<file path="src/rtl/pc_sequencer.sv">
// Program counter owner for the RV32IM core: sequences the FETCH/EXEC handshake,
// selects the next PC, redirects to the trap vector and counts retired instructions.
module pc_sequencer #(
  parameter int unsigned          PC_WIDTH     = 32,
  parameter int unsigned          PC_STEP      = 4,
  parameter logic [PC_WIDTH-1:0]  RESET_VECTOR = '0,
  parameter logic [PC_WIDTH-1:0]  TRAP_VECTOR  = PC_WIDTH'(32'h0000_0100)
) (
  input  logic                clk,
  input  logic                rst_n,
  input  logic                imem_ready_i,
  input  logic                stall_i,
  input  logic                trap_i,
  input  logic                jump_i,
  input  logic [PC_WIDTH-1:0] jump_target_i,
  input  logic                branch_taken_i,
  input  logic [PC_WIDTH-1:0] branch_target_i,
  output logic [PC_WIDTH-1:0] pc_o,
  output logic [PC_WIDTH-1:0] pc_plus4_o,
  output logic                imem_req_o,
  output logic                instr_valid_o,
  output logic                trap_o,
  output logic [1:0]          cause_o,
  output logic [PC_WIDTH-1:0] epc_o,
  output logic [31:0]         instret_o,
  output logic [1:0]          state_o
);

  typedef enum logic [1:0] {
    ST_IDLE  = 2'b00,
    ST_FETCH = 2'b01,
    ST_EXEC  = 2'b10,
    ST_TRAP  = 2'b11
  } state_e;

  localparam logic [1:0] CAUSE_NONE = 2'b00;
  localparam logic [1:0] CAUSE_EXT  = 2'b01;
  localparam logic [1:0] CAUSE_MIS  = 2'b10;

  state_e              state_q, state_d;
  logic [PC_WIDTH-1:0] pc_q, pc_d;
  logic [PC_WIDTH-1:0] epc_q, epc_d;
  logic [1:0]          cause_q, cause_d;
  logic [31:0]         instret_q, instret_d;

  logic [PC_WIDTH-1:0] pc_inc;
  logic [PC_WIDTH-1:0] target;
  logic                redirect;

  assign pc_inc = pc_q + PC_WIDTH'(PC_STEP);

  // Jump outranks branch; only a redirect target is alignment-checked
  always_comb begin
    target   = pc_inc;
    redirect = 1'b0;
    if (jump_i) begin
      target   = jump_target_i;
      redirect = 1'b1;
    end else if (branch_taken_i) begin
      target   = branch_target_i;
      redirect = 1'b1;
    end
  end

  always_ff @(posedge clk or negedge rst_n) begin
    if (!rst_n) begin
      state_q   <= ST_IDLE;
      pc_q      <= RESET_VECTOR;
      epc_q     <= '0;
      cause_q   <= CAUSE_NONE;
      instret_q <= '0;
    end else begin
      state_q   <= state_d;
      pc_q      <= pc_d;
      epc_q     <= epc_d;
      cause_q   <= cause_d;
      instret_q <= instret_d;
    end
  end

  always_comb begin
    state_d   = state_q;
    pc_d      = pc_q;
    epc_d     = epc_q;
    cause_d   = cause_q;
    instret_d = instret_q;
    case (state_q)
      ST_IDLE:  state_d = ST_FETCH;
      ST_FETCH: if (imem_ready_i) state_d = ST_EXEC;
      ST_EXEC: begin
        if (!stall_i) begin
          if (trap_i) begin
            epc_d   = pc_q;
            cause_d = CAUSE_EXT;
            state_d = ST_TRAP;
          end else if (redirect && (target[1:0] != 2'b00)) begin
            epc_d   = pc_q;
            cause_d = CAUSE_MIS;
            state_d = ST_TRAP;
          end else begin
            pc_d      = target;
            instret_d = instret_q + 32'd1;
            state_d   = ST_FETCH;
          end
        end
      end
      ST_TRAP: begin
        pc_d    = TRAP_VECTOR;
        state_d = ST_FETCH;
      end
      default: state_d = ST_IDLE;
    endcase
  end

  // Handshake strobes are pure decodes of the registered state
  assign pc_o          = pc_q;
  assign pc_plus4_o    = pc_inc;
  assign imem_req_o    = (state_q == ST_FETCH);
  assign instr_valid_o = (state_q == ST_EXEC);
  assign trap_o        = (state_q == ST_TRAP);
  assign cause_o       = cause_q;
  assign epc_o         = epc_q;
  assign instret_o     = instret_q;
  assign state_o       = state_q;

endmodule

</file>
<file path="config.mk">
export PLATFORM = sky130hd
export DESIGN_NAME = pc_sequencer
export DESIGN_NICKNAME = d
export VERILOG_FILES = /design/src/rtl/pc_sequencer.sv
export SDC_FILE = /design/constraint.sdc
export NUM_CORES = 1
export LEC_CHECK = 0
export BUFFER_PORTS_ARGS = -buffer_cell sky130_fd_sc_hd__buf_2
export CORE_MARGIN = 2
export CORE_UTILIZATION = 50
export DETAILED_ROUTE_END_ITERATION = 10
export GPL_TIMING_DRIVEN = 0
export HOLD_SLACK_MARGIN = 0.12
export PLACE_DENSITY = 0.81
export SLEW_MARGIN = 10
export SYNTH_ARGS = -nofsm -noshare
export SYNTH_HDL_FRONTEND = slang
export SYNTH_SLANG_ARGS = --single-unit
</file>
<file path="constraint.sdc">
create_clock -name clk -period 2.2 [get_ports clk]
set_clock_uncertainty 0.1 [all_clocks]
set_input_delay 0 -clock clk [delete_from_list [all_inputs] [get_ports clk]]
set_output_delay 0 -clock clk [all_outputs]
set_load 0.05 [all_outputs]
</file>
==> results_dict.tcl, run 1 <==
set metrics [dict create \
    fin_crit_ns 2.37 \
    cp_max_fo 7 \
    drt_iter0_drc 730 \
    seq_area_mm2 0.00253 \
    yosysWarnings 0 \
    drive_above_1_share_pct 47.5 \
    grt_pass1_wl_mm 34.2 \
    via_per_inst 6.43 \
    syn2layout_area_growth_pct 62.9 \
    post-route-util_pct 82.8 \
    cp_data_required_time_ns 2.10 \
    coreArea_mm2 0.0107 \
    period_share_pct 108 \
    setup_ws_ns -0.172 \
    die_h_um 109 \
    ys_ff_latch 100 \
    cts_sinks 100 \
    cts_max_level 3 \
    syn_nets 632 \
    drv_cap 0 \
    drc 0 \
    netlist_top_cells_count "dfrtp_1 (100), nand2_1 (50), xnor2_1 (44), nor2_1 (39), o21ai_0 (39)" \
    p_leak_nw 4.43 \
    die_w_um 109 \
    hpwl_mm 13.6 \
    violations "setup timing" \
    clk_pin_slew_ns 0.11 \
    synth_edf_count 0 \
    grt_max_degree 56 \
    min-delay-path-class "in2async" \
    drt_pass1_iterations 6 \
    cts_tree "yes" \
    ys_seq_area_share_pct 45.8 \
    row_count 38 \
    nFillCells 578 \
    io_buffers 204 \
    clockRootBuffer "clkbuf_8" \
    grt_pass1_vias 6591 \
    yosysTopAreaCell "dfrtp_1" \
    power.density_mw_per_mm2 764 \
    nNetsFinal 979 \
    hold_violations 0 \
    cts_buffer_depth 2 \
    syn-cell-area_mm2 0.00546 \
    place.gp.congestion 0.882 \
    holdWs_ns 0.119 \
    ant_nets 0 \
    wirelength_mm 24.1 \
    final.setup.tns_ns -1.84 \
    grt.total_usage_pct 38.1 \
    cp-start-kind "flop" \
    synth-main-ff-cell "dfrtp_1" \
    synth_async_sr_flop_share_pct 100 \
    setup-violations-final 20 \
    grt_setup_unrepaired "yes" \
    multi_input_comb_area_mm2 0.00330 \
    worst_slew_pin_slew_ns 0.942 \
    worstSkewPairLatency_ns 0.40 \
    status "finished, violations left" \
    wl_per_cell_um 22.9 \
    initial_core_util_pct 50.8 \
    numCtsBuffers 9 \
    die-area_mm2 0.0118 \
    syn_avg_cell_area_um2 9.77 \
    ios 206 \
    post-place-ws_ns -0.361 \
    yosysMostFrequentCell "dfrtp_1" \
    clock.fmax_mhz 422 \
    n_antenna_cell 0 \
    ys_types 60 \
    route.vias.total 6757 \
    report.final.slew_viol_count 0 \
    endpoint_kind "primary output" \
    ir_worst_vdd_mv 0.982 \
    synthDominantCellAreaShare_pct 45.8 \
    grt.overflow.total 0 \
    synth_area_leaders "dfrtp_1 (46%), xnor2_1 (7.1%), mux2_2 (5.2%), o21ai_0 (3.6%), nand2_1 (3.4%)" \
    slew_headroom_pct 36.6 \
    worstSetupPathType "reg2out" \
    cp.arrival_ns 2.27 \
    synthCells 559 \
    antenna_found_initial 0 \
]
==> cell usage in the layout (no fill, tap or decap), types with 5 or more instances in the layout <==
master,netlist,routed
nand3_4,0,7
a21oi_1,25,25
nand3_1,23,16
nand2_1,50,48
xor2_1,14,9
inv_1,15,15
xnor2_2,0,16
nor3_4,1,5
and3_1,6,5
o31ai_1,13,11
nor2_1,39,34
a22o_1,8,8
o22ai_1,16,16
dfrtp_1,100,75
buf_2,8,191
mux2_2,25,25
a22oi_1,5,5
xnor2_1,44,24
dfrtp_2,0,25
dlygate4sd3_1,0,70
buf_6,1,28
o21ai_0,39,39
nor2_4,0,6
clkbuf_2,0,6
clkbuf_8,0,13
clkbuf_1,22,9
buf_4,2,61
nand4_1,18,18
==> state kept, by name, summed over array words and instances (netlist names) <==
register	count
state_o	2
cause_o	2
epc_o	32
pc_o	32
instret_o	32
==> cells by family after synthesis <==
logic type / Yosys count / synth area share, %
and+or+nand+nor: 178 / 17.6
AOI/OAI and AO/OA: 141 / 16.9
DFF: 100 / 45.8
xor gates and xnor gates: 58 / 9.30
buffers and inverters: 51 / 3.96
muxes: 29 / 5.89
adders and majority gates: 2 / 0.458
==> path summary, 6_finish.rpt <==
check                                        from  cells after the start             end  slack [ns]
worst max-delay path                     pc_o[13]                      6  pc_plus4_o[17]       -0.17
worst min-delay path                        rst_n                      2       epc_o[13]        0.12
worst max register to register            pc_o[2]                     10        pc_o[22]       -0.03
worst min register to register      instret_o[31]                      1   instret_o[31]        0.38
max in group asynchronous                   rst_n                      3        pc_o[23]        1.14
min in group clk                jump_target_i[14]                      4        pc_o[14]        0.13
==> area by class of cell <==
type	instances	area share [%]
Multi-Input combinational cell	408	37.1
Sequential cell	100	28.5
Timing Repair Buffer	344	27.7
Buffer	28	1.74
Clock buffer	13	1.90
Tap cell	140	1.97
Inverter	15	0.633
Clock inverter	3	0.492
==> through the flow <==
stage | std cells | power [mW] | instance area, µm²
2_1_floorplan | 559 | 4.26 | 5840
3_3_place_gp | 903 | 4.93 | 7040
4_1_cts | 1026 | 6.51 | 8500
5_1_grt | 1051 | 7.01 | 8890
6_report | 1051 | 6.80 | 8890
3_5_place_dp | 904 | 4.99 | 7070
==> repair_timing <==
item	in CTS	in global routing
hold endpoints to repair	136	0
buffers inserted	41	30
pin swaps	20	35
gates resized for setup	63	63
hold buffers	70	0
setup endpoints to repair	61	58
==> metal layers <==
| layer | part of all wire, % | global-route usage (%) |
|---|---|---|
| met4 | 8.1 | 24.4 |
| met3 | 11 | 9.04 |
| met1 | 34 | 43.0 |
| met2 | 47 | 64.6 |
| met5 | 0 | 0 |
==> report_power, final <==
| group | switching, mW | internal (mW) | total (mW) | leakage, nW |
|---|---|---|---|---|
| registers | 0.276 | 2.07 | 2.35 | 1.31 |
| clock network | 0.686 | 0.621 | 1.31 | 0.110 |
| logic | 2.18 | 0.964 | 3.14 | 3.00 |
==> worst max-delay path: stages, from the launching register on <==
cell and delay [ns]:
dfrtp_2 0.42, nand4_4 0.14, or4_4 0.66, buf_6 0.17
nor2_4 0.15, xor2_4 0.16, buf_8 0.16
(Power assumes the default switching activity.)
==> inputs of run 2 (changes only) <==
CORE_MARGIN = 3   (was 2)
SETUP_SLACK_MARGIN = 0.15   (was unset)
==> run 2 against run 1 <==
Against the previous run: non-clock buffer count up 24; the run ends with DRC, setup timing left; sequential cell count unchanged; combinational power up 9.2%; critical path type unchanged.
==> results_dict.tcl, run 2 (same netlist as run 1, synthesis figures left out) <==
set metrics [dict create \
    cts_tree "yes" \
    worstSetupPathType "reg2out" \
    post-place-ws_ns -0.330 \
    cpPeakStageDelay_ns 0.61 \
    setup_ws_ns -0.279 \
    final_cell_mix "buf_2 (183), dfrtp_1 (74), dlygate4sd3_1 (69)" \
    wl_per_cell_um 28.4 \
    cts_sinks 100 \
    hold_violations 0 \
    fin_crit_ns 2.48 \
    drive_above_1_share_pct 52.1 \
    grt_pass1_wl_mm 37.8 \
    worstSkewPairLatency_ns 0.42 \
    initial_core_util_pct 52.2 \
    syn2layout_area_growth_pct 74.9 \
    critPathSlowestCell "or4_4" \
    clockRootBuffer "clkbuf_8" \
    cts_max_level 3 \
    violations "DRC, setup timing" \
    n_antenna_cell 0 \
    ir_worst_vdd_mv 0.886 \
    min-delay-path-class "in2reg" \
    drv_cap 0 \
    layout_commonest_cell "buf_2" \
    die_h_um 111 \
    cp_data_required_time_ns 2.10 \
    hpwl_mm 13.7 \
    cp.arrival_ns 2.38 \
    grt_max_degree 65 \
    clock.fmax_mhz 403 \
    grt_setup_unrepaired "yes" \
    worst_slew_pin_slew_ns 0.958 \
    nNetsFinal 1003 \
    die-area_mm2 0.0122 \
    clk_pin_slew_ns 0.11 \
    p_leak_nw 4.73 \
    status "finished, violations left" \
    total_power_mw 7.01 \
    ios 206 \
    cts_buffer_depth 2 \
    die_w_um 111 \
    antenna_found_initial 0 \
    period_share_pct 113 \
    report.final.slew_viol_count 0 \
    post-route-util_pct 91.3 \
    drc 1 \
    drt_iter0_drc 1173 \
    place.gp.congestion 0.839 \
    grt.total_usage_pct 38.9 \
    numCtsBuffers 9 \
    grt_pass1_vias 6986 \
    grt.overflow.total 0 \
    wirelength_mm 30.4 \
    route.vias.total 7497 \
    endpoint_kind "primary output" \
    io_buffers 204 \
    setup-violations-final 39 \
    ant_nets 0 \
    drt_pass1_iterations 11 \
    crit_chain "nand2_1, or4_4, buf_12, nor3_4, xor2_4, buf_6" \
    holdWs_ns 0.0946 \
    coreArea_mm2 0.0105 \
    final.setup.tns_ns -3.92 \
    row_count 37 \
    via_per_inst 7.00 \
    slew_headroom_pct 35.5 \
    cp_max_fo 5 \
    cp-start-kind "flop" \
    power.density_mw_per_mm2 735 \
]
-- run 2: changes by cell type in the layout (fill, tap and decap cells not counted), moves of 6 or more --
cell     change
buf_2        -8
xnor2_4     +10
o21ai_0      -7
nor2_4       +6
buf_6       +22
nor2_1       -8
-- run 2: critical path, delay by kind of cell (launching register included) --
family                 cells  cell delay (ns)
AND/OR/NAND/NOR            3             1.04
flip-flops                 1             0.42
buffers and inverters      2             0.34
XOR/XNOR                   1             0.17
-- run 2: repair_timing --
| item | in CTS | in global routing |
|---|---|---|
| pin swaps | 28 | 59 |
| setup buffers | 48 | 37 |
| cloned | 0 | 1 |
| endpoints found under the hold margin | 136 | 0 |
| hold buffers | 71 | 0 |
| setup endpoints to repair | 75 | 105 |
| gates resized for setup | 101 | 132 |
-- run 2: metal layers --
layer,vias up,part of all wire (%),track usage (%),routed length [µm]
met4,0,10,23.9,3110
met5,-,0,0,0
met3,355,14,9.26,4320
li1,2769,-,-,-
met1,3441,32,46.1,9600
met2,932,44,63.8,13400
-- run 2: cell type report --
type / count / area [µm²]
multi-input combinational: 408 / 3640
clock buffer: 12 / 145
sequential: 100 / 2530
inverter: 15 / 56.3
tap: 136 / 170
clock inverter: 4 / 26.3
timing repair buffer: 360 / 2690
buffer: 36 / 282
fill: 365 / 913
-- run 2: worst paths after layout --
path | endpoint | from | cells past startpoint | slack (ns)
min in group asynchronous | instret_o[28] | rst_n | 4 | 0.56
max in group asynchronous | state_o[1] | rst_n | 4 | 1.10
min | pc_o[3] | branch_target_i[3] | 5 | 0.09
max reg2reg | pc_o[28] | state_o[0] | 8 | -0.17
max | pc_plus4_o[23] | pc_o[14] | 6 | -0.28
min reg2reg | instret_o[31] | instret_o[31] | 1 | 0.39
-- run 2: power by group --
part / internal (mW) / switching (mW) / total (mW)
clock: 0.444 / 0.770 / 1.21
sequential: 2.07 / 0.297 / 2.37
combinational: 1.04 / 2.39 / 3.43
-- run 2: metrics by stage --
step | std cells | area, µm²
5_1_grt | 1071 | 9550
2_1_floorplan | 559 | 5970
4_1_cts | 1035 | 8820
6_report | 1071 | 9550
3_3_place_gp | 899 | 7170
3_5_place_dp | 900 | 7200
==> inputs of run 3 (changes only) <==
CTS_BUF_LIST = sky130_fd_sc_hd__clkbuf_4 sky130_fd_sc_hd__clkbuf_8 sky130_fd_sc_hd__clkbuf_16   (was unset)
SKIP_CTS_REPAIR_TIMING = 1   (was unset)
clock period = 2.6 ns   (was 2.2 ns; I/O delays follow)
==> run 3 against run 2 <==
Against the previous run: the flow now finishes without violations; routed wire length is 29% lower; cell count is 5.5% lower; combinational power down 28%; hold slack worse by 0.036 ns; clock power fell by 19%; largest cell class unchanged.
==> results_dict.tcl, run 3 (same netlist as run 1, synthesis figures left out) <==
set metrics [dict create \
    cts_buffer_depth 2 \
    wl_per_cell_um 21.2 \
    p_clk_share_pct 18.0 \
    drc 0 \
    nNetsFinal 943 \
    holdWs_ns 0.0588 \
    hpwl_mm 13.7 \
    cts_sinks 100 \
    route.vias.total 6276 \
    die-area_mm2 0.0122 \
    period_share_pct 95.0 \
    via_per_inst 6.20 \
    drive_above_1_share_pct 39.8 \
    setup-violations-final 0 \
    grt_max_degree 54 \
    layout_commonest_cell "buf_2" \
    antenna_found_initial 1 \
    cp_data_required_time_ns 2.50 \
    cts_max_level 3 \
    wirelength_mm 21.5 \
    grt.total_usage_pct 29.8 \
    ant_nets 0 \
    drt_iter0_drc 531 \
    total_power_mw 5.43 \
    cts_tree "yes" \
    row_count 37 \
    grtUsageMet3_pct 6.96 \
    die_h_um 111 \
    cp-start-kind "flop" \
    grt_pass1_vias 5684 \
    cp.arrival_ns 2.37 \
    place.gp.congestion 0.909 \
    grt_busiest_layer "met2" \
    swShare_pct 47.4 \
    pwr-share-comb_pct 45.5 \
    globalRouteMet2Util_pct 49.0 \
    pwr-share-seq_pct 36.5 \
    endpoint_kind "primary output" \
    status "completed" \
    slew_headroom_pct 36.1 \
    final.setup.tns_ns 0 \
    drt_pass1_iterations 5 \
    final_cell_mix "buf_2 (198), dfrtp_1 (86), dlygate4sd3_1 (70)" \
    grt_use_met1_pct 37.3 \
    ios 206 \
    p_int_mw 2.85 \
    clockRootBuffer "clkbuf_8" \
    die_w_um 111 \
    numCtsBuffers 9 \
    worst_slew_pin_slew_ns 0.953 \
    fin_crit_ns 2.47 \
    clk_pin_slew_ns 0.11 \
    io_buffers 204 \
    p_leak_nw 4.07 \
    grt.overflow.total 0 \
    syn2layout_area_growth_pct 48.3 \
    netSwitchingPower_mw 2.57 \
    min-delay-path-class "in2reg" \
    hold_violations 0 \
    dp.cells 900 \
    initial_core_util_pct 52.2 \
    coreArea_mm2 0.0105 \
    worstSetupPathType "reg2out" \
    nFillCells 685 \
    grt_setup_unrepaired "yes" \
    drv_cap 0 \
    cp_max_fo 9 \
    stdcell_count 1012 \
    grt_pass1_wl_mm 29.4 \
    ir_worst_vdd_mv 0.680 \
    report.final.slew_viol_count 0 \
    power.density_mw_per_mm2 671 \
    clock.fmax_mhz 405 \
    worstSkewPairLatency_ns 0.37 \
]
run 3: cell types whose count changed in the layout (fill, tap and decap cells not counted), moves of 8 or more:
cell     before  now
xnor2_1      19   30
nand3_1      11   22
buf_4        62   33
dfrtp_1      74   86
buf_2       183  198
nor2_1       26   34
xnor2_4      14    0
buf_6        50    5
nor2_4       12    4
dfrtp_2      26   14
run 3: power groups by stage:
| stage | clock (mW) | combinational [mW] | sequential, mW |
|---|---|---|---|
| 6_report | 0.977 | 2.47 | 1.98 |
| 5_1_grt | 1.05 | 2.57 | 2.01 |
| 4_1_cts | 0.965 | 2.20 | 1.96 |
| 3_5_place_dp | 0 | 2.20 | 1.98 |
| 3_3_place_gp | 0 | 2.16 | 1.97 |
| 2_1_floorplan | 0 | 0.945 | 2.62 |
run 3: final timing paths:
check                               startpoint             end  slack (ns)  depth (start not counted)
max                                    pc_o[2]  pc_plus4_o[23]        0.13                          6
min                        branch_target_i[30]        pc_o[30]        0.06                          4
min reg2reg                          epc_o[19]       epc_o[19]        0.38                          2
min in group asynchronous                rst_n   instret_o[29]        0.13                          2
max reg2reg                         state_o[0]   instret_o[19]        0.29                          6
max in group asynchronous                rst_n         pc_o[8]        1.55                          3
run 3: final cells by class:
cell class | count | area (µm²) | share of cell area [%]
Multi-Input combinational cell | 408 | 2990 | 37.0
Sequential cell | 100 | 2520 | 31.1
Timing Repair Buffer | 301 | 1990 | 24.5
Buffer | 35 | 188 | 2.32
Tap cell | 136 | 170 | 2.10
Clock buffer | 11 | 145 | 1.79
Inverter | 15 | 56.3 | 0.696
Clock inverter | 5 | 35.0 | 0.433
Antenna cell | 1 | 2.50 | 0.0309
run 3: worst max-delay path, cell delays in order (launching register included):
cell and delay [ns]:
dfrtp_2 0.50, nand3_4 0.14, or4_4 0.57, buf_8 0.17, nor3_4 0.28, xor2_4 0.16, buf_6 0.17
run 3: stage by stage:
stage / cell area [µm²] / util (%) / worst slack [ns]
finish: 8100 / 77.4 / 0.131
global route: 8100 / 77.4 / 0.0821
CTS: 7030 / 67.2 / -0.206
detailed placement: 6850 / 65.5 / 0.0298
global placement: 6820 / 65.2 / 0.0638
floorplan: 5630 / - / 0.0304
run 3: layer usage:
layer | vias to the layer above | part of all wire, %
met5 | - | 0
met4 | 0 | 5.2
met3 | 112 | 9.9
met2 | 493 | 49
met1 | 3019 | 36
li1 | 2652 | -
